[src/rtl/req_arbiter.sv]
//==============================================================================
// req_arbiter : 4-way request arbiter, registered one-hot grant, tenure limit.
// Optional macro ROUND_ROBIN_EN selects rotating priority (default: fixed 3>2>1>0).
// Revision: 1.0
//==============================================================================
`default_nettype none

module req_arbiter #(
  parameter int HOLD_MAX = 16
) (
  input  logic       clk,
  input  logic       rst_n,
  input  logic [3:0] req,
  input  logic       done,
  output logic [3:0] gnt,
  output logic [1:0] gnt_id,
  output logic       gnt_vld,
  output logic       timeout
);

  typedef enum logic [0:0] {
    S_IDLE  = 1'b0,
    S_GRANT = 1'b1
  } state_t;

  localparam logic [7:0] c_hold_last = 8'(HOLD_MAX - 1);

  state_t     r_state, w_state_nxt;
  logic [3:0] r_gnt, w_gnt_nxt;
  logic [1:0] r_gnt_id, w_gnt_id_nxt;
  logic       r_gnt_vld, w_gnt_vld_nxt;
  logic       r_timeout, w_timeout_nxt;
  logic [7:0] r_hold_cnt, w_hold_cnt_nxt;

  logic [1:0] w_base;
  logic [1:0] w_cand;
  logic [1:0] w_winner;
  logic       w_found;
  logic       w_release;
  logic       w_expire;

`ifdef ROUND_ROBIN_EN
  logic [1:0] r_last_id;

  always_ff @(posedge clk or negedge rst_n) begin
    if (!rst_n) begin
      r_last_id <= 2'd0;
    end else if (r_state == S_IDLE && w_found) begin
      r_last_id <= w_winner;
    end
  end

  assign w_base = r_last_id;
`else
  assign w_base = 2'd0;
`endif

  // Search base-1, base-2, base-3, base (mod 4); base 0 gives fixed 3,2,1,0.
  always_comb begin
    w_found  = 1'b0;
    w_winner = 2'd0;
    w_cand   = 2'd0;
    for (int i = 1; i <= 4; i++) begin
      w_cand = w_base - 2'(i);
      if (!w_found && req[w_cand]) begin
        w_found  = 1'b1;
        w_winner = w_cand;
      end
    end
  end

  assign w_release = done || !req[r_gnt_id];
  assign w_expire  = (r_hold_cnt == c_hold_last);

  always_comb begin
    w_state_nxt    = r_state;
    w_gnt_nxt      = r_gnt;
    w_gnt_id_nxt   = r_gnt_id;
    w_gnt_vld_nxt  = r_gnt_vld;
    w_timeout_nxt  = 1'b0;
    w_hold_cnt_nxt = r_hold_cnt;
    case (r_state)
      S_IDLE: begin
        w_gnt_nxt      = 4'b0000;
        w_gnt_vld_nxt  = 1'b0;
        w_hold_cnt_nxt = 8'd0;
        if (w_found) begin
          w_state_nxt   = S_GRANT;
          w_gnt_nxt     = 4'b0001 << w_winner;
          w_gnt_id_nxt  = w_winner;
          w_gnt_vld_nxt = 1'b1;
        end
      end
      S_GRANT: begin
        if (w_release || w_expire) begin
          // A normal release wins over a coincident expiry: no timeout pulse.
          w_state_nxt    = S_IDLE;
          w_gnt_nxt      = 4'b0000;
          w_gnt_vld_nxt  = 1'b0;
          w_timeout_nxt  = !w_release;
          w_hold_cnt_nxt = 8'd0;
        end else begin
          w_hold_cnt_nxt = r_hold_cnt + 8'd1;
        end
      end
      default: begin
        w_state_nxt   = S_IDLE;
        w_gnt_nxt     = 4'b0000;
        w_gnt_vld_nxt = 1'b0;
      end
    endcase
  end

  always_ff @(posedge clk or negedge rst_n) begin
    if (!rst_n) begin
      r_state    <= S_IDLE;
      r_gnt      <= 4'b0000;
      r_gnt_id   <= 2'd0;
      r_gnt_vld  <= 1'b0;
      r_timeout  <= 1'b0;
      r_hold_cnt <= 8'd0;
    end else begin
      r_state    <= w_state_nxt;
      r_gnt      <= w_gnt_nxt;
      r_gnt_id   <= w_gnt_id_nxt;
      r_gnt_vld  <= w_gnt_vld_nxt;
      r_timeout  <= w_timeout_nxt;
      r_hold_cnt <= w_hold_cnt_nxt;
    end
  end

  assign gnt     = r_gnt;
  assign gnt_id  = r_gnt_id;
  assign gnt_vld = r_gnt_vld;
  assign timeout = r_timeout;

endmodule

`default_nettype wire

[config.mk]
export PLATFORM = sky130hd
export DESIGN_NAME = req_arbiter
export DESIGN_NICKNAME = d
export VERILOG_FILES = /design/src/rtl/req_arbiter.sv
export SDC_FILE = /design/constraint.sdc
export NUM_CORES = 1
export LEC_CHECK = 0
export BUFFER_PORTS_ARGS = -buffer_cell sky130_fd_sc_hd__buf_2
export CAP_MARGIN = 20
export CELL_PAD_IN_SITES_DETAIL_PLACEMENT = 0
export CELL_PAD_IN_SITES_GLOBAL_PLACEMENT = 1
export CORE_UTILIZATION = 39
export CTS_BUF_LIST = sky130_fd_sc_hd__clkbuf_16
export CTS_CLUSTER_DIAMETER = 30
export DETAILED_ROUTE_END_ITERATION = 10
export PLACE_DENSITY = 0.69
export SYNTH_ARGS = -nofsm -noshare
export SYNTH_HDL_FRONTEND = slang
export SYNTH_SLANG_ARGS = --single-unit
export TNS_END_PERCENT = 20
[constraint.sdc]
create_clock -name clk -period 1.9 [get_ports clk]
set_input_delay 0.285 -clock clk [delete_from_list [all_inputs] [get_ports clk]]
set_output_delay 0.285 -clock clk [all_outputs]
set_load 0.005 [all_outputs]
## After elaboration in Yosys (flattened, before gate mapping)

Index checks and enable logic that the tools add are counted.
Widths: inputs -> output; s select.

| word-level totals | value |
|---|---|
| bits of input ports | 7 |
| word-level logic and storage cells | 45 |
| register bits after elaboration | 17 |

| cells by class | value |
|---|---|
| shifts and indexed selects | 1 |
| equality and inequality tests | 2 |
| $add $sub $neg | 1 |
| bitwise operators | 1 |
| reductions and logical operators | 11 |
| muxes and demuxes | 22 |
| magnitude comparators | 1 |

Operator list:

| operator | number |
|---|---|
| $pmux 8 s2 | 1 |
| $mux 1 | 10 |
| $add 8x1->8 const B | 1 |
| $eq 8x4->1 const B | 1 |
| $mux 2 | 4 |
| $mux 4 | 2 |
| $mux 8 | 1 |
| $pmux 4 s2 | 1 |
| $logic_not 1->1 | 5 |
| $pmux 1 s2 | 2 |
| $shl 1x2->4 const A | 1 |
| $logic_and 1x1->1 | 3 |
| $lt 2x3->1 const B | 1 |
| $bmux 1 s2 | 1 |
| $logic_or 1x1->1 | 2 |
| $ne 2x1->1 const B | 1 |
| $reduce_and 2->1 | 1 |
| $not 1->1 | 1 |

## Longest topological paths before layout

Gate-level depths: netlist (run 1).

| depth | value |
|---|---|
| word-level depth | 13 |
| mapped depth | 5 |
| mapped depth without buffers | 4 |

## Worst setup path after synthesis (run 1)

No wires, ideal clock.

| path | value |
|---|---|
| path type | register -> register |
| start | register r_gnt_id[0] (netlist: gnt_id[0]) |
| end | register r_gnt[3] (netlist: gnt[3]) |
| period minus slack after synthesis | 1.369 ns |
| path buffers | 1 |
| arrival time | 1.244 ns |
| slack | 0.531 ns |
| stages on the path, launching flop included | 5 |
| required time | 1.775 ns |
| path through | dfrtp_1 -> mux2_2 -> a2bb2oi_2 -> buf_6 -> o22ai_1 |

| on the way | value |
|---|---|
| longest elaborated chain between the ends | 6 |

RTL lines:

| what | line | source |
|---|---|---|
| from (decl) | 30 | `logic [1:0] r_gnt_id, w_gnt_id_nxt;` |
| from (signal assigned) | 125 | `r_gnt_id <= w_gnt_id_nxt;` |
| $bmux 1 s2 | 72 | `assign w_release = done \|\| !req[r_gnt_id];` |
| $mux 1 (not written as such) | 72 |  |
| $logic_not 1->1 | 72 |  |
| $logic_or 1x1->1 | 72 |  |
| $logic_or 1x1->1 | 95 | `if (w_release \|\| w_expire) begin` |
| $ne 2x1->1 (no source line) | n/a |  |
| to (signal assigned) | 124 | `r_gnt <= w_gnt_nxt;` |
| to (decl) | 29 | `logic [3:0] r_gnt, w_gnt_nxt;` |

Every way passes these cells. The select of a mux whose other input is x is not followed.
A chain may end at the register's enable or synchronous reset.

## Worst setup path after layout (run 1)

| path | value |
|---|---|
| start | register r_hold_cnt[4] |
| end | register r_state |

| on the way | value |
|---|---|
| longest elaborated chain between the ends | 4 |

RTL lines:

| what | line | source |
|---|---|---|
| from (decl) | 33 | `logic [7:0] r_hold_cnt, w_hold_cnt_nxt;` |
| from (signal assigned) | 128 | `r_hold_cnt <= w_hold_cnt_nxt;` |
| $eq 8x4->1 | 73 | `assign w_expire = (r_hold_cnt == c_hold_last);` |
| $logic_or 1x1->1 | 95 |  |
| $mux 1 | 95 |  |
| $pmux 1 s2 | 82 | `case (r_state)` |
| via w_state_nxt | 28 | `state_t r_state, w_state_nxt;` |
| to (signal assigned) | 123 | `r_state <= w_state_nxt;` |
| to (decl) | 28 |  |

The timed path passes the listed nets, and every way through them passes these cells.

==> results of run 1 <==
critical path, cell delays in order, from the launching register on:
cell and delay, ns:
dfrtp_1 0.39, or4_1 0.75, nor2_8 0.21, o21ai_1 0.08
worst min-delay path by stage:
stage / start / endpoint / cells past startpoint
floorplan: rst_n / gnt[0]$_DFFE_PN0P_ / 0
detailed placement: rst_n / r_hold_cnt[2]$_DFF_PN0_ / 1
finish: req[2] / gnt_id[0]$_DFFE_PN0P_ / 2
global route: req[2] / gnt_id[0]$_DFFE_PN0P_ / 2
global placement: rst_n / r_hold_cnt[2]$_DFF_PN0_ / 1
CTS: req[2] / gnt_id[0]$_DFFE_PN0P_ / 2
logic make-up after synthesis:
family                     after synthesis  synth area share [%]
muxes                                    2                  2.54
xor gates and xnor gates                 3                  3.13
adders and majority gates                1                  1.49
DFF                                     17                  50.7
and+or+nand+nor                         24                  18.8
AOI/OAI and AO/OA                       22                  18.4
buffers and inverters                    6                  4.93
metal layers:
layer  global-route usage, %  part of all wire, %
met2                    22.8                   46
met5                       0                    0
met1                    21.8                   51
met4                    7.35                 0.78
met3                    2.83                  2.6
cells in the mapped netlist, drive strengths merged:
master / instances
nor2b: 1
dfrtp: 17
xor2: 1
o21ai: 11
mux2i: 1
mux2: 1
or3: 4
o2bb2ai: 2
a21oi: 2
ha: 1
nand2: 3
nor2: 4
or4: 1
nand3b: 1
nand3: 3
xnor2: 2
nor3b: 2
o21bai: 1
nand4: 1
buf: 3
o221ai: 1
nor3: 4
o22ai: 2
a211oi: 2
a2bb2oi: 1
inv: 3
state kept, by name, indices dropped and copies added (netlist names):
register and flops:
r_state 1, gnt_id 2, gnt_vld 1, r_hold_cnt 8, timeout 1, gnt 4
timing repair:
item,CTS,global route
setup endpoints to repair,0,0
buffers inserted,0,0
endpoints found under the hold margin,17,0
hold buffers,1,0
report_power, final:
| group | switching [mW] | internal [mW] | leakage [nW] | total (mW) |
|---|---|---|---|---|
| sequential | 0.0750 | 0.433 | 0.225 | 0.508 |
| combinational | 0.132 | 0.137 | 0.166 | 0.270 |
| clock | 0.128 | 0.279 | 0.0423 | 0.407 |
final cells by class:
cell class,count,area [um^2],area share [%]
timing repair buffer,16,87.6,8.68
clock inverter,1,3.75,0.372
multi-input combinational,52,372,36.8
sequential,17,425,42.2
tap,27,33.8,3.35
clock buffer,3,75.1,7.44
inverter,3,11.3,1.12
==> impl_metrics.toml, run 1 <==
[yosys]
synthesis.area_um2 = 838
synth-seq-area-share_pct = 50.7
synth.net_count = 83
yosysTopAreaCell = "dfrtp_1"
synth_cells = 75
yosysTopAreaCellShare_pct = 50.7
yosys_warnings = 0
ys_ff_latch = 17
synth.avg_cell_area_um2 = 11.2
synth_area_leaders = "dfrtp_1 51%, o21ai_1 3.6%, or3_1 3.0%"
synth.distinct_cells = 32

[clock_tree]
clock_latency_ns = 0.24
clkTransAtPathRegs_ns = 0.05
cts_tree = "done"
cts_sinks = 17
cts_max_path_buffers = 2
h-tree-depth = 1
cts_resized = 0
cts_root_buf = "clkbuf_16"
cts-buffers-inserted = 3

[global_route]
antenna_found_initial = 0
grt_pass1_wl_um = 2730
track_usage_pct = 15.4
grt.overflow.total = 0
grt_max_degree = 18
grt_pass1_vias = 607

[routing]
drc_errors = 0
routed_via_density = 5.13
initialDrtViolationCount = 8
via_count = 611
dr.pass1.iters = 4
wl_per_cell_um = 13.0
drt_wl_total_um = 1550
ant_nets = 0

[placed_design]
place_ws_ns = 0.317
io_buffers = 14
hpwl_um = 1070
dp.cells = 114
dpl_cell_area_um2 = 920
gp_congestion = 0.750

[timing]
post-route-period-util_pct = 82.7
hold_ws_ns = 0.317
relSlewSlack_pct = 72.4
rsz0062_at_grt = "false"
setup_violations = 0
hold_viol = 0
min_period_ns = 1.57
clock.fmax_mhz = 636
maxSlewViolCount = 0
layout_setup_ws_ns = 0.328
clock_skew_ns = 0.000928
setup-tns-final_ns = 0
tightest_slew_ns = 0.414

[floorplanning]
core_mm2 = 0.00198
core.rowCount = 16
ioPinCount = 15
die_h_um = 48.4
die_w_um = 48.4
initial_core_util_pct = 42.3
dieArea_mm2 = 0.00234

[flow_run]
cap_violations = 0

[final_layout]
layout_common_cells = "17 x dfrtp_1, 14 x buf_2, 6 x o21ai_1"
area_delta_synth_final_pct = 20.3
final_area_mm2 = 0.00101
nFillCells = 184
post-route-util_pct = 50.9
fin_cells = 119
layout-drive-gt1-share_pct = 27.2
final_common_cell = "dfrtp_1"
diodes = 0
fin_nets = 101

[status]
outcome = "complete, no violations"

[setup_path]
worstPathMaxFanout = 7
cp-startpoint = "r_hold_cnt[4]$_DFF_PN0_"
path_class = "reg -> reg"
crit_arrival_ns = 1.68
critPathLaunchType = "register"
endpoint_kind = "register"
r2r_start = "r_hold_cnt[4]$_DFF_PN0_"
cp-endpoint = "r_state$_DFF_PN0_"
r2r_slack_ns = 0.33
regToRegEndpoint = "r_state$_DFF_PN0_"
r2r_cells = 3
required_ns = 2.01

[worst_hold_path]
min_path_type = "in -> reg"

[pwr]
powerDensity_mw_per_mm2 = 1170
p_leak_nw = 0.433
power_mw = 1.18
peakVddDrop_uv = 817
(Power assumes the default switching activity.)
==> inputs of run 2 (changes only) <==
--- a/config.mk
+++ b/config.mk
@@ -5,15 +5,17 @@
 export SDC_FILE = /design/constraint.sdc
 export NUM_CORES = 1
 export LEC_CHECK = 0
+export ABC_AREA = 1
 export BUFFER_PORTS_ARGS = -buffer_cell sky130_fd_sc_hd__buf_2
 export CAP_MARGIN = 20
 export CELL_PAD_IN_SITES_DETAIL_PLACEMENT = 0
 export CELL_PAD_IN_SITES_GLOBAL_PLACEMENT = 1
-export CORE_UTILIZATION = 39
+export CORE_ASPECT_RATIO = 0.6
+export CORE_UTILIZATION = 35
 export CTS_BUF_LIST = sky130_fd_sc_hd__clkbuf_16
 export CTS_CLUSTER_DIAMETER = 30
 export DETAILED_ROUTE_END_ITERATION = 10
-export PLACE_DENSITY = 0.69
+export PLACE_DENSITY = 0.68
 export SYNTH_ARGS = -nofsm -noshare
 export SYNTH_HDL_FRONTEND = slang
 export SYNTH_SLANG_ARGS = --single-unit
==> constraint.sdc (replaced) <==
create_clock -name clk -period 1.3 [get_ports clk]
set_input_delay 0.195 -clock clk [delete_from_list [all_inputs] [get_ports clk]]
set_output_delay 0.195 -clock clk [all_outputs]
set_load 0.005 [all_outputs]
==> run 2 against run 1 <==
  * Clock skew about the same
  * Worst hold slack worse by 0.10 ns
  * Design area up 9.7%
  * Total power up 63%
  * Die area up 11%
  * Sequential power up 39%
  * Non-clock buffer count up 6
  * Critical path type unchanged
  * Largest cell class unchanged
  * Critical path depth up 3
  * Clock power up 46%
  * Sequential cell count unchanged
  * Register-to-register slack worse by 0.24 ns
==> impl_metrics.toml, run 2 <==
[status]
outcome = "complete, no violations"

[routing]
wl_per_cell_um = 11.4
via_count = 689
drc_errors = 0
wl_met3_um = 113
initialDrtViolationCount = 31
top_layer_used = "met4"
met1_length_um = 962
ant_nets = 0
routed_via_density = 4.47
drt_wl_total_um = 1750
route.met2.wl_um = 668
dr.pass1.iters = 4

[floorplanning]
die_w_um = 65.1
core_mm2 = 0.00221
dieArea_mm2 = 0.00259
ioPinCount = 15
initial_core_util_pct = 37.8
die_h_um = 39.9
core.rowCount = 13

[yosys]
yosysTopAreaCellShare_pct = 50.9
yosys_warnings = 0
synth.net_count = 106
synth_cells = 98
synth.avg_cell_area_um2 = 8.53
synth_area_leaders = "dfrtp_1 51%, nand2_1 11%, nor2_1 7.2%"
synth_edf_count = 0
synth_commonest_cells = "24 x nand2_1, 17 x dfrtp_1, 16 x nor2_1, 11 x inv_1, 8 x nand3_1"
yosysTopAreaCell = "dfrtp_1"
synth_most_common_cell = "nand2_1"
async_flop_share_pct = 100
synth.distinct_cells = 18
synthesis.area_um2 = 836
ys_ff_latch = 17
synth-seq-area-share_pct = 50.9
synthFlopType = "dfrtp_1"

[final_layout]
diodes = 0
layout-drive-gt1-share_pct = 28.2
largest_reg_flops = 8
fin_nets = 133
nFillCells = 222
final_common_cell = "nand2_1"
area_delta_synth_final_pct = 32.3
fin_cells = 154
regMostFlops = "r_hold_cnt"
layout_common_cells = "23 x nand2_1, 16 x nor2_1, 16 x dfrtp_1"

[pwr]
switching_share_pct = 31.9
powerDensity_mw_per_mm2 = 1750
pwr-share-clk_pct = 30.7
intPower_mw = 1.32
p_leak_nw = 0.560
combPwrFrac_pct = 32.8
peakVddDrop_uv = 717
seqPwrFrac_pct = 36.5
p_sw_mw = 0.618

[global_route]
grt_pass1_wl_um = 2650
grt_pass1_vias = 540
antenna_found_initial = 0
track_usage_pct = 15.4
grt.overflow.total = 0
grt_max_degree = 18

[setup_path]
worstPathMaxFanout = 3
endpoint_kind = "register"
required_ns = 1.43
critPathLaunchType = "register"
path_class = "reg -> reg"
crit_arrival_ns = 1.34

[timing]
setup_violations = 0
clock.fmax_mhz = 825
tightest_slew_ns = 0.383
clock_skew_ns = 0.000882
post-route-period-util_pct = 93.3
min_period_ns = 1.21
layout_setup_ws_ns = 0.0875
hold_viol = 0
relSlewSlack_pct = 74.5
maxSlewViolCount = 0

[placed_design]
io_buffers = 14
gp_congestion = 0.757
dp.cells = 147
place_ws_ns = 0.000741
hpwl_um = 1270

[clock_tree]
clock_latency_ns = 0.24
clkTransAtPathRegs_ns = 0.05
cts_sinks = 17
cts_tree = "done"
cts_root_buf = "clkbuf_16"
cts-buffers-inserted = 3
h-tree-depth = 1
cts_max_path_buffers = 2

[flow_run]
cap_violations = 0

[worst_hold_path]
min_path_type = "in -> reg"
==> run 2: changes by cell type in the layout (fill, tap and decap cells not counted), moves of 5 or more <==
cell	delta
buf_4	+6
nor2_1	+13
inv_1	+8
nand3_1	+5
nand4_1	+5
nand2_1	+20
o21ai_1	-6
==> run 2: logic make-up (layout without fill, tap and decap cells) <==
logic type / count (synthesis) / count (layout) / synth area share [%]
AND/OR/NAND/NOR: 61 / 61 / 36.7
flip-flops: 17 / 17 / 50.9
buffers and inverters: 12 / 38 / 5.39
AO/OA/AOI/OAI: 4 / 4 / 2.40
XOR/XNOR: 3 / 3 / 3.14
adder cells (fa/ha/maj): 1 / 1 / 1.50
==> run 2: layer usage <==
| metal | track usage (%) | vias to the layer above |
|---|---|---|
| met4 | 4.89 | 0 |
| li1 | - | 364 |
| met3 | 6.98 | 2 |
| met1 | 23.7 | 304 |
| met5 | 0 | - |
| met2 | 17.2 | 19 |
==> run 2: worst max-delay path: stages, from the launching register on <==
cell and delay [ns]:
dfrtp_1 0.38, ha_1 0.22, nand2_2 0.11, nor2_4 0.05, buf_4 0.13, xnor2_1 0.14
nor2_1 0.07
==> run 2: layout make-up <==
cell class	count	area, um^2	share of cell area, %
sequential	17	427	38.6
multi-input combinational	69	385	34.8
timing repair buffer	22	133	12.0
clock buffer	3	75.1	6.79
inverter	12	45.0	4.07
tap	30	37.5	3.39
clock inverter	1	3.75	0.339
==> run 2: worst paths after layout <==
check / slack, ns / endpoint / startpoint / cells after the start
max in group asynchronous: 0.60 / gnt_id[0]$_DFFE_PN0P_ / rst_n / 2
min in group asynchronous: 0.41 / r_hold_cnt[0]$_DFF_PN0_ / rst_n / 2
setup reg to reg: 0.09 / r_hold_cnt[4]$_DFF_PN0_ / r_hold_cnt[0]$_DFF_PN0_ / 6
setup / recovery: 0.09 / r_hold_cnt[4]$_DFF_PN0_ / r_hold_cnt[0]$_DFF_PN0_ / 6
hold reg to reg: 0.48 / gnt_id[1]$_DFFE_PN0P_ / r_state$_DFF_PN0_ / 1
hold / removal: 0.21 / gnt[3]$_DFFE_PN0P_ / req[3] / 3
==> run 2: stage by stage <==
| stage | cell area (um^2) | hold WS [ns] | power [mW] | setup TNS (ns) | utilization, % |
|---|---|---|---|---|---|
| after floorplan | 836 | -0.101 | 1.04 | 0 | - |
| after global placement | 981 | 0.133 | 1.29 | 0 | 44.3 |
| after detailed placement | 981 | 0.137 | 1.29 | 0 | 44.3 |
| after CTS | 1080 | 0.207 | 1.89 | 0 | 48.7 |
| after global routing | 1110 | 0.232 | 2.06 | -0.00854 | 50.0 |
| final | 1110 | 0.215 | 1.94 | 0 | 50.0 |
==> run 2: repair_timing <==
action,4_1_cts,5_1_grt
pin swaps,0,2
hold buffers,1,0
hold endpoints to repair,17,0
resized for setup,1,4
setup endpoints to repair,1,14
setup buffers,0,2
==> run 2: power groups by stage <==
stage	combinational [mW]	clock, mW	sequential, mW
after global placement	0.567	0	0.726
after detailed placement	0.562	0	0.725
after floorplan	0.320	0	0.721
final	0.635	0.594	0.707
after global routing	0.714	0.634	0.716
after CTS	0.565	0.609	0.717
==> inputs of run 3 (changes only) <==
--- a/config.mk
+++ b/config.mk
@@ -11,6 +11,7 @@
 export CELL_PAD_IN_SITES_DETAIL_PLACEMENT = 0
 export CELL_PAD_IN_SITES_GLOBAL_PLACEMENT = 1
 export CORE_ASPECT_RATIO = 0.6
+export CORE_MARGIN = 3
 export CORE_UTILIZATION = 35
 export CTS_BUF_LIST = sky130_fd_sc_hd__clkbuf_16
 export CTS_CLUSTER_DIAMETER = 30
==> run 3 against run 2 <==
  * Maximum frequency is 3.9% lower
  * Die area is 17% higher
  * Combinational power is 2% lower
  * Clock-buffer cell count stayed put
  * Final cell count stayed put
  * Total power is 0.64% higher
  * Sequential cell count stayed put
  * Global-route usage is 2.3 points lower
==> impl_metrics.toml, run 3 (synthesis results as in run 2) <==
[timing]
min_period_ns = 1.26
clock.fmax_mhz = 793
maxSlewViolCount = 0
rsz0062_at_grt = "true"
tightest_slew_ns = 0.374
hold_viol = 0
layout_setup_ws_ns = 0.0383
clock_skew_ns = 0.00220
relSlewSlack_pct = 75.1
hold_ws_ns = 0.209
setup_violations = 0
post-route-period-util_pct = 97.1

[final_layout]
area_delta_synth_final_pct = 33.5
largest_reg_flops = 8
regArea_um2 = 427
regMostFlops = "r_hold_cnt"
diodes = 0
final_common_cell = "nand2_1"
layout_common_cells = "22 x nand2_1, 16 x dfrtp_1, 14 x nor2_1, 14 x buf_2, 12 x inv_1"
post-route-util_pct = 50.5
multi_input_area_um2 = 395
fin_nets = 133
layout-drive-gt1-share_pct = 31.5
nFillCells = 233

[placed_design]
hpwl_um = 1300
gp_congestion = 0.778
io_buffers = 14
place_ws_ns = 0.00937

[global_route]
antenna_found_initial = 0
grt_pass1_vias = 612
grt.overflow.total = 0
track_usage_pct = 13.1
grt_max_degree = 18
grt_pass1_wl_um = 2860

[floorplanning]
ioPinCount = 15
core.rowCount = 13
initial_core_util_pct = 37.8
core_mm2 = 0.00221
dieArea_mm2 = 0.00303
die_h_um = 43.9
die_w_um = 69.1

[clock_tree]
h-tree-depth = 1
cts_tree = "done"
clkTransAtPathRegs_ns = 0.05
cts_sinks = 17
cts-buffers-inserted = 3
clock_latency_ns = 0.25
cts_root_buf = "clkbuf_16"
cts_max_path_buffers = 2

[flow_run]
cap_violations = 0

[status]
outcome = "complete, no violations"

[routing]
initialDrtViolationCount = 55
via_count = 700
drt_wl_total_um = 1830
routed_via_density = 4.55
ant_nets = 0
dr.pass1.iters = 4
wl_per_cell_um = 11.9
drc_errors = 0

[setup_path]
crit_arrival_ns = 1.40
path_class = "reg -> reg"
worstPathMaxFanout = 8
critPathLaunchType = "register"
endpoint_kind = "register"
required_ns = 1.44

[pwr]
powerDensity_mw_per_mm2 = 1750
peakVddDrop_uv = 706
power_mw = 1.95
p_leak_nw = 0.557

[worst_hold_path]
min_path_type = "in -> reg"
[run 3: cell types whose count changed in the layout (fill, tap and decap cells not counted)]
cell / delta
ha_1: -1
ha_2: +1
nand2_1: -1
nand2_2: +1
nor2_1: -2
nor2_2: +2
[run 3: where the power goes]
| part | leakage (nW) | internal [mW] | switching (mW) |
|---|---|---|---|
| registers | 0.224 | 0.637 | 0.0839 |
| logic | 0.291 | 0.267 | 0.355 |
| clock network | 0.0423 | 0.408 | 0.197 |
[run 3: cell type report]
class,instances,area share [%]
Timing Repair Buffer,22,11.9
Clock buffer,3,6.73
Multi-Input combinational cell,69,35.4
Inverter,12,4.04
Clock inverter,1,0.336
Tap cell,30,3.36
Sequential cell,17,38.2
[run 3: worst paths after layout]
path | cells after the start | to | start | slack [ns]
max in group asynchronous | 2 | gnt_id[0]$_DFFE_PN0P_ | rst_n | 0.62
worst min-delay path | 3 | gnt[3]$_DFFE_PN0P_ | req[3] | 0.21
min in group asynchronous | 2 | r_hold_cnt[3]$_DFF_PN0_ | rst_n | 0.39
worst max-delay path | 6 | r_hold_cnt[3]$_DFF_PN0_ | r_hold_cnt[0]$_DFF_PN0_ | 0.04
worst min register to register | 1 | gnt_id[1]$_DFFE_PN0P_ | r_state$_DFF_PN0_ | 0.50
worst max register to register | 6 | r_hold_cnt[3]$_DFF_PN0_ | r_hold_cnt[0]$_DFF_PN0_ | 0.04
[run 3: per-stage QoR]
step	instances	area [um^2]	TNS [ns]
final	154	1120	0
after global routing	154	1120	-0.627
after CTS	152	1080	0
after floorplan	98	836	0
after global placement	147	981	0
after detailed placement	147	981	0
[run 3: metal layers]
layer,vias up,GRT usage (%),share of wire [%]
li1,364,-,-
met1,319,18.8,53
met2,15,15.9,40
met3,2,5.79,6.0
met4,0,7.00,0.77
met5,-,0,0
[run 3: repair_timing]
action,CTS,global route
hold buffers,1,0
setup endpoints to repair,1,15
endpoints found under the hold margin,17,0
buffers inserted,0,2
pin swaps,0,5
gates resized for setup,1,8
[run 3: critical path, stage by stage (launching register included)]
cell and delay, ns:
dfrtp_1 0.36, ha_2 0.20, nand2_2 0.08, nor2_4 0.16, nand3_4 0.14, nand3_4 0.14, nor2_1 0.06
